<file path="src/rtl/wash_pkg.sv">
// wash_pkg: definitions shared by the wash panel controller and the washing-machine sequencer.
//   panel_state_t       - panel FSM encoding (SELECT, ARM, RUN, PAUSED)
//   *_DEF               - default debounce length and start-handshake timeout
//   seq_state_t, SEQ_*  - sequencer state encoding and phase durations
package wash_pkg;

    typedef enum logic [1:0] {SELECT, ARM, RUN, PAUSED} panel_state_t;

    localparam int DEBOUNCE_CYCLES_DEF = 4;
    localparam int START_TIMEOUT_DEF   = 8;

    typedef enum logic [2:0] {SEQ_IDLE, SEQ_FILL, SEQ_WASH, SEQ_RINSE, SEQ_SPIN, SEQ_DRY} seq_state_t;

    localparam int SEQ_FILL_CYCLES  = 16;
    localparam int SEQ_WASH_CYCLES  = 64;
    localparam int SEQ_RINSE_CYCLES = 32;
    localparam int SEQ_SPIN_CYCLES  = 32;
    localparam int SEQ_DRY_CYCLES   = 48;

endpackage

</file>
<file path="src/rtl/panel_debouncer.sv">
// panel_debouncer: 2-flop synchroniser, stability debouncer and rising-edge press pulse.
//   clk, rst - clock, asynchronous active-high reset
//   i_raw    - asynchronous raw level
//   o_level  - debounced level
//   o_press  - one-cycle pulse when the debounced level rises
module panel_debouncer
    import wash_pkg::*;
#(
    parameter int DEBOUNCE_CYCLES = DEBOUNCE_CYCLES_DEF
) (
    input  logic clk,
    input  logic rst,
    input  logic i_raw,
    output logic o_level,
    output logic o_press
);

    localparam int CNT_W = $clog2(DEBOUNCE_CYCLES);

    logic [1:0]       r_sync;
    logic             r_db;
    logic             r_db_d;
    logic [CNT_W-1:0] r_cnt;

    // Any cycle where the synchronised level agrees with db restarts the count,
    // so only an uninterrupted run of DEBOUNCE_CYCLES disagreeing samples flips db.
    always_ff @(posedge clk or posedge rst) begin
        if (rst) begin
            r_sync <= '0;
            r_db   <= 1'b0;
            r_db_d <= 1'b0;
            r_cnt  <= '0;
        end else begin
            r_sync <= {r_sync[0], i_raw};
            r_db_d <= r_db;
            if (r_sync[1] == r_db) begin
                r_cnt <= '0;
            end else if (r_cnt == CNT_W'(DEBOUNCE_CYCLES - 1)) begin
                r_db  <= r_sync[1];
                r_cnt <= '0;
            end else begin
                r_cnt <= r_cnt + 1'b1;
            end
        end
    end

    assign o_level = r_db;
    assign o_press = r_db & ~r_db_d;

endmodule

</file>
<file path="src/rtl/wash_panel_controller.sv">
// wash_panel_controller: front panel feeding the washing-machine sequencer.
//   clk, rst                         - clock, asynchronous active-high reset
//   btn_start_raw, btn_pause_raw     - raw push-buttons (1 = pressed)
//   door_sensor_raw                  - raw door switch (1 = closed)
//   sel_double, sel_dry              - program selector switches
//   done                             - sequencer idle indication
//   start, double_wash, dry_wash,
//   time_pause, door_closed          - sequencer command inputs
//   lock_door, busy                  - solenoid drive, cycle in progress
//   start_fault                      - sticky: sequencer never left idle after start
//   cycle_complete                   - one-cycle pulse at end of cycle
module wash_panel_controller
    import wash_pkg::*;
#(
    parameter int DEBOUNCE_CYCLES = DEBOUNCE_CYCLES_DEF,
    parameter int START_TIMEOUT   = START_TIMEOUT_DEF
) (
    input  logic clk,
    input  logic rst,
    input  logic btn_start_raw,
    input  logic btn_pause_raw,
    input  logic door_sensor_raw,
    input  logic sel_double,
    input  logic sel_dry,
    input  logic done,
    output logic start,
    output logic double_wash,
    output logic dry_wash,
    output logic time_pause,
    output logic door_closed,
    output logic lock_door,
    output logic busy,
    output logic start_fault,
    output logic cycle_complete
);

    localparam int WAIT_W = $clog2(START_TIMEOUT);

    panel_state_t      r_state;
    panel_state_t      w_next;
    logic [WAIT_W-1:0] r_wait;
    logic w_start_press, w_pause_press, w_door;
    logic w_start_level_unused, w_pause_level_unused, w_door_press_unused;
    logic w_accept, w_timeout;
    logic r_start, r_double, r_dry, r_pause, r_lock, r_busy, r_fault, r_complete;

    panel_debouncer #(.DEBOUNCE_CYCLES(DEBOUNCE_CYCLES)) u_start_btn (
        .clk(clk), .rst(rst), .i_raw(btn_start_raw),
        .o_level(w_start_level_unused), .o_press(w_start_press)
    );

    panel_debouncer #(.DEBOUNCE_CYCLES(DEBOUNCE_CYCLES)) u_pause_btn (
        .clk(clk), .rst(rst), .i_raw(btn_pause_raw),
        .o_level(w_pause_level_unused), .o_press(w_pause_press)
    );

    panel_debouncer #(.DEBOUNCE_CYCLES(DEBOUNCE_CYCLES)) u_door (
        .clk(clk), .rst(rst), .i_raw(door_sensor_raw),
        .o_level(w_door), .o_press(w_door_press_unused)
    );

    // done has priority over a simultaneous pause press in RUN/PAUSED.
    always_comb begin
        w_next = r_state;
        case (r_state)
            SELECT:  if (w_start_press && w_door) w_next = ARM;
            ARM:     if (!done) w_next = RUN;
                     else if (r_wait == WAIT_W'(START_TIMEOUT - 1)) w_next = SELECT;
            RUN:     if (done) w_next = SELECT;
                     else if (w_pause_press) w_next = PAUSED;
            PAUSED:  if (done) w_next = SELECT;
                     else if (w_pause_press) w_next = RUN;
            default: w_next = SELECT;
        endcase
    end

    assign w_accept  = (r_state == SELECT) && (w_next == ARM);
    assign w_timeout = (r_state == ARM) && (w_next == SELECT);

    // Outputs are registered from the next state so they change on the same
    // edge as the state itself.
    always_ff @(posedge clk or posedge rst) begin
        if (rst) begin
            r_state    <= SELECT;
            r_wait     <= '0;
            r_start    <= 1'b0;
            r_double   <= 1'b0;
            r_dry      <= 1'b0;
            r_pause    <= 1'b0;
            r_lock     <= 1'b0;
            r_busy     <= 1'b0;
            r_fault    <= 1'b0;
            r_complete <= 1'b0;
        end else begin
            r_state    <= w_next;
            r_wait     <= (r_state == ARM) ? r_wait + 1'b1 : '0;
            r_start    <= w_next == ARM;
            r_pause    <= w_next == PAUSED;
            r_lock     <= w_next != SELECT;
            r_busy     <= w_next != SELECT;
            r_complete <= (r_state == RUN || r_state == PAUSED) && done;
            if (w_accept) begin
                r_double <= sel_double;
                r_dry    <= sel_dry;
                r_fault  <= 1'b0;
            end else if (w_timeout) begin
                r_fault  <= 1'b1;
            end
        end
    end

    assign start          = r_start;
    assign double_wash    = r_double;
    assign dry_wash       = r_dry;
    assign time_pause     = r_pause;
    assign door_closed    = w_door;
    assign lock_door      = r_lock;
    assign busy           = r_busy;
    assign start_fault    = r_fault;
    assign cycle_complete = r_complete;

endmodule

</file>
<file path="config.mk">
export PLATFORM = sky130hd
export DESIGN_NAME = wash_panel_controller
export DESIGN_NICKNAME = d
export VERILOG_FILES = /design/src/rtl/wash_pkg.sv /design/src/rtl/panel_debouncer.sv /design/src/rtl/wash_panel_controller.sv
export SDC_FILE = /design/constraint.sdc
export NUM_CORES = 1
export LEC_CHECK = 0
export BUFFER_PORTS_ARGS = -buffer_cell sky130_fd_sc_hd__buf_4
export CAP_MARGIN = 20
export CORE_MARGIN = 2
export CORE_UTILIZATION = 57
export CTS_CLUSTER_DIAMETER = 50
export DETAILED_ROUTE_END_ITERATION = 7
export PLACE_DENSITY = 0.8
export SYNTH_ARGS = -nofsm -noshare
export SYNTH_HDL_FRONTEND = slang
export SYNTH_SLANG_ARGS = --single-unit
</file>
<file path="constraint.sdc">
create_clock -name clk -period 2 [get_ports clk]
set_input_delay 0.2 -clock clk [delete_from_list [all_inputs] [get_ports clk]]
set_output_delay 0.2 -clock clk [all_outputs]
set_load 0.1 [all_outputs]
</file>
Word level (Yosys, flattened, before mapping). Cells that the tools add are included.

Register bits after elaboration: 29. Output and inout port bits: 9.

Add/subtract/negate cells: 4. Equality and inequality tests: 12. Multiplexer cells: 17. Bitwise operators: 7. Reductions and logical operators: 12.

Operators with widths (number): 2-bit two-way mux (13); 2-bit equality test, second input constant (6); 2-bit case mux with 4 select lines (1); 2-bit by 1-bit adder with 2-bit output, second input constant (3); 2-bit AND reduction (3); 1-bit NOT (5); 2-bit by 1-bit equality test with 1-bit output, second input constant (2); 1-bit logical AND (4); 2-bit zero test (2); 2-bit nonzero test (2); 3-bit by 1-bit adder with 3-bit output, second input constant (1); 1-bit equality test (3); 3-bit equality test, second input constant (1); 3-bit two-way mux (1); 1-bit bitwise AND (2); 1-bit two-way mux (2); 1-bit logical OR (1).

Depth between registers and ports, before layout.
Depth after elaboration: 9. Mapped depth: 5. Mapped depth without buffers: 5.

Hierarchy. A second synthesis with hierarchy kept.

Cell total of the unflattened synthesis: 79. Area total of the unflattened synthesis: 1161.1 um^2.

By module, submodules not included: panel_debouncer (times used 3, cells each 13, area an instance 209.0 um^2); wash_panel_controller (times used 1, cells each 40, area an instance 534.3 um^2).

Least setup slack after synthesis. OpenSTA, ideal clock, no wires.

Path type: register to register. From: register u_door.r_db, in the netlist u_door.o_level. To: register r_double, in the netlist double_wash. Setup time: 125 ps. Arrival time: 1868 ps. Slack: 7 ps. Cell stages (with the launch flop): 4. Period minus slack after synthesis: 1993 ps. Path through: dfrtp_1 > nand3b_1 > or3_4 > mux2_4.

Cells in the longest elaborated chain, start to end: 5.

RTL lines: start, declared (line panel_debouncer.sv:21) `logic r_db;`; start signal, assigned (line panel_debouncer.sv:39) `r_db <= r_sync[1];`; 1-bit logical AND (line wash_panel_controller.sv:66) `SELECT: if (w_start_press && w_door) w_next = ARM;`; 2-bit two-way mux (line wash_panel_controller.sv:66); 2-bit case mux with 4 select lines (line wash_panel_controller.sv:65) `case (r_state)`; 2-bit by 1-bit equality test with 1-bit output (line wash_panel_controller.sv:77) `assign w_accept = (r_state == SELECT) && (w_next == ARM);`; 1-bit logical AND (line wash_panel_controller.sv:77); end signal, assigned (line wash_panel_controller.sv:103) `r_double <= sel_double;`; end, declared (line wash_panel_controller.sv:45) `logic r_start, r_double, r_dry, r_pause, r_lock, r_busy, r_fault, r_complete;`.

No other way between the ends. A chain may end at the register's enable or synchronous reset.

Final worst setup path.
From: register r_state[1]. To: register r_dry, in the netlist dry_wash.

Cells in the longest elaborated chain, start to end: 5.

RTL lines: start, declared (line wash_panel_controller.sv:39) `panel_state_t r_state;`; start signal, assigned (line wash_panel_controller.sv:95) `r_state <= w_next;`; 2-bit two-way mux, on equally long branches (line wash_panel_controller.sv:72, wash_panel_controller.sv:68, wash_panel_controller.sv:70); 2-bit two-way mux, on equally long branches (line wash_panel_controller.sv:71, wash_panel_controller.sv:67, wash_panel_controller.sv:69); 2-bit case mux with 4 select lines (line wash_panel_controller.sv:65); 2-bit by 1-bit equality test with 1-bit output (line wash_panel_controller.sv:77); 1-bit logical AND (*) (line wash_panel_controller.sv:77); end signal, assigned (line wash_panel_controller.sv:104) `r_dry <= sel_dry;`; end, declared (line wash_panel_controller.sv:45).

Every way passes the cells marked *; elsewhere a longest branch is shown, timed or not.

==> impl_metrics.ini <==
[detailed_routing]
ant_nets = 0
via_count = 615
drt-initial-drc-count = 1
routedWlPerCell_um = 11.9
routed_wl_um = 1480
drc = 0
drt_pass1_iterations = 2
vias_per_cell = 4.96

[synthesis]
synth_seq_cells = 29
synth_warnings = 0
synth.distinct_cells = 24
synth_seq_area_share_pct = 67.4
synth_edf_count = 0
synth_flop_cell = dfrtp_1
synthDominantCellAreaShare_pct = 67.4
yosysTopAreaCell = dfrtp_1
syn-num-nets = 87
yosys-top-cells-area = dfrtp_1, ha_1, xnor2_1
syn_area_per_cell_um2 = 14.5
netlist_area_um2 = 1080
netlist_instances = 74
ys_async_sr_fraction_pct = 100

[timing]
hold_viol = 0
finClkSkew_ps = 4.70
relSlewSlack_pct = 77.1
worst_slack_ps = 653
rsz0062_at_grt = no
worst_pin_slew_ps = 344
period_share_pct = 67.3
fin_setup_tns_ps = 0
slew_violations = 0
max_freq_mhz = 742
setup_violations = 0
fin_crit_ps = 1350

[final_layout]
area_delta_synth_final_pct = 22.1
diodes = 0
drive_above_1_share_pct = 30.3
nNetsFinal = 112
multi_input_area_um2 = 330
regArea_um2 = 726
fillers = 122
final_cells = 124

[run]
maxCapViolations = 0

[cts]
cts_tree = built
clock_latency_ps = 320
clock_path_buffers = 2
post_cts_buffers = 0
cts_sinks = 29
tritoncts.num_buffers = 5
cts_root_buf = clkbuf_4
path_clk_slew_ps = 80
cts_max_level = 2

[critical_path]
rrSetupSlack_ps = 650
start_kind = flip-flop
reg2reg_depth = 2
worst_setup_path_end_kind = flip-flop
r2r_end = dry_wash
arrival_ps = 1550
path_max_fanout = 12
r2r_start = r_state[1]
required_ps = 2210
crit_type = reg -> reg

[floorplan]
floorplan.die_area_um2 = 2250
core-area_um2 = 1750
row_count = 15
start_util_pct = 61.6
die_w_um = 47.5
ios = 17
fp.dieH_um = 47.5

[placement]
dp_hpwl_um = 1050
io_buffers = 16
detailedPlace.worstSlack_ps = 658
gp_congestion = 0.696
dp.cells = 113

[min_path]
hold_path.class = in -> reg
hold_path_startpoint = done
hold_end = r_state[1]
min_path_cells = 2

[global_route]
grt_use_total_pct = 15.5
grt_pass1_vias = 528
grt_overflow = 0
grt_pass1_wl_um = 2150
grt_max_degree = 30
antenna_found_initial = 0

[status]
status = completed
-- logic make-up (layout without fill, tap and decap cells) --
group	Yosys count	in the layout	share of synthesized area (%)
flip-flops	29	29	67.4
AND/OR/NAND/NOR	21	21	11.9
adder cells (fa/ha/maj)	5	5	5.81
buffers and inverters	4	29	1.86
XOR/XNOR	4	4	3.26
AO/OA/AOI/OAI	6	6	3.84
multiplexers	5	5	5.93
-- Yosys cell counts, types with 2 or more instances --
| cell | count |
|---|---|
| and3b_1 | 3 |
| dfrtp_1 | 29 |
| ha_1 | 5 |
| mux2_2 | 3 |
| mux2_4 | 2 |
| nand2_1 | 2 |
| nor2_1 | 4 |
| nor2b_1 | 4 |
| nor3_1 | 3 |
| o21ai_0 | 2 |
| xnor2_1 | 4 |
-- layer usage --
metal	vias to the layer above	share of wire, %	global-route usage [%]
met5	-	0	0
met4	0	3.3	13.3
met3	7	6.4	7.17
met2	20	46	23.2
met1	286	44	16.3
li1	302	-	-
-- repair_timing --
item	CTS	global route
resized for setup	0	0
hold endpoints to repair	32	0
hold buffers	4	0
-- critical path, stage by stage, from the launching register on --
cell and delay [ps]:
dfrtp_1 490, or3_4 450, mux2_4 310
-- cells in the final DEF (no fill, tap or decap), drive strengths merged, types with 2 or more instances in the layout --
| cell type | instances |
|---|---|
| dlygate4sd3 | 4 |
| ha | 5 |
| clkbuf | 7 |
| nand2 | 2 |
| nor2 | 4 |
| mux2 | 5 |
| buf | 17 |
| xnor2 | 4 |
| o21ai | 2 |
| nor3 | 3 |
| dfrtp | 29 |
| and3b | 3 |
| nor2b | 4 |
-- sequential cells by signal, summed over array words and instances, names as in the netlist, 2 cells and up --
register,flops
u_start_btn.r_sync,2
u_start_btn.r_cnt,2
u_pause_btn.r_sync,2
u_door.r_sync,2
r_wait,3
r_state,2
u_pause_btn.r_cnt,2
u_door.r_cnt,2
-- layout make-up --
class                      count  share of cell area [%]
inverter                       1                   0.286
multi-input combinational     41                    25.1
clock buffer                   7                    4.19
tap                           25                    2.38
timing repair buffer          21                    12.8
sequential                    29                    55.2
-- worst max path at each step --
stage	slack, ps	to	from
3_5_place_dp	660	dry_wash	u_start_btn.r_db_d
6_report	650	dry_wash	r_state[1]
2_1_floorplan	7	double_wash	u_door.o_level
5_1_grt	600	dry_wash	u_start_btn.r_db_d
4_1_cts	650	dry_wash	u_start_btn.r_db_d
3_3_place_gp	690	double_wash	u_start_btn.r_db_d
-- stage by stage --
stage | cell area (µm²) | hold slack (ps) | utilization, %
after global routing | 1310 | 64.1 | 75.3
final | 1310 | 71.3 | 75.3
after global placement | 1220 | 284 | 69.8
after floorplan | 1080 | 231 | -
after CTS | 1310 | 56.4 | 75.3
after detailed placement | 1220 | 290 | 69.8
Power is not shown: default switching activity piles up to over one toggle a cycle in this logic, so the estimate is an artifact.
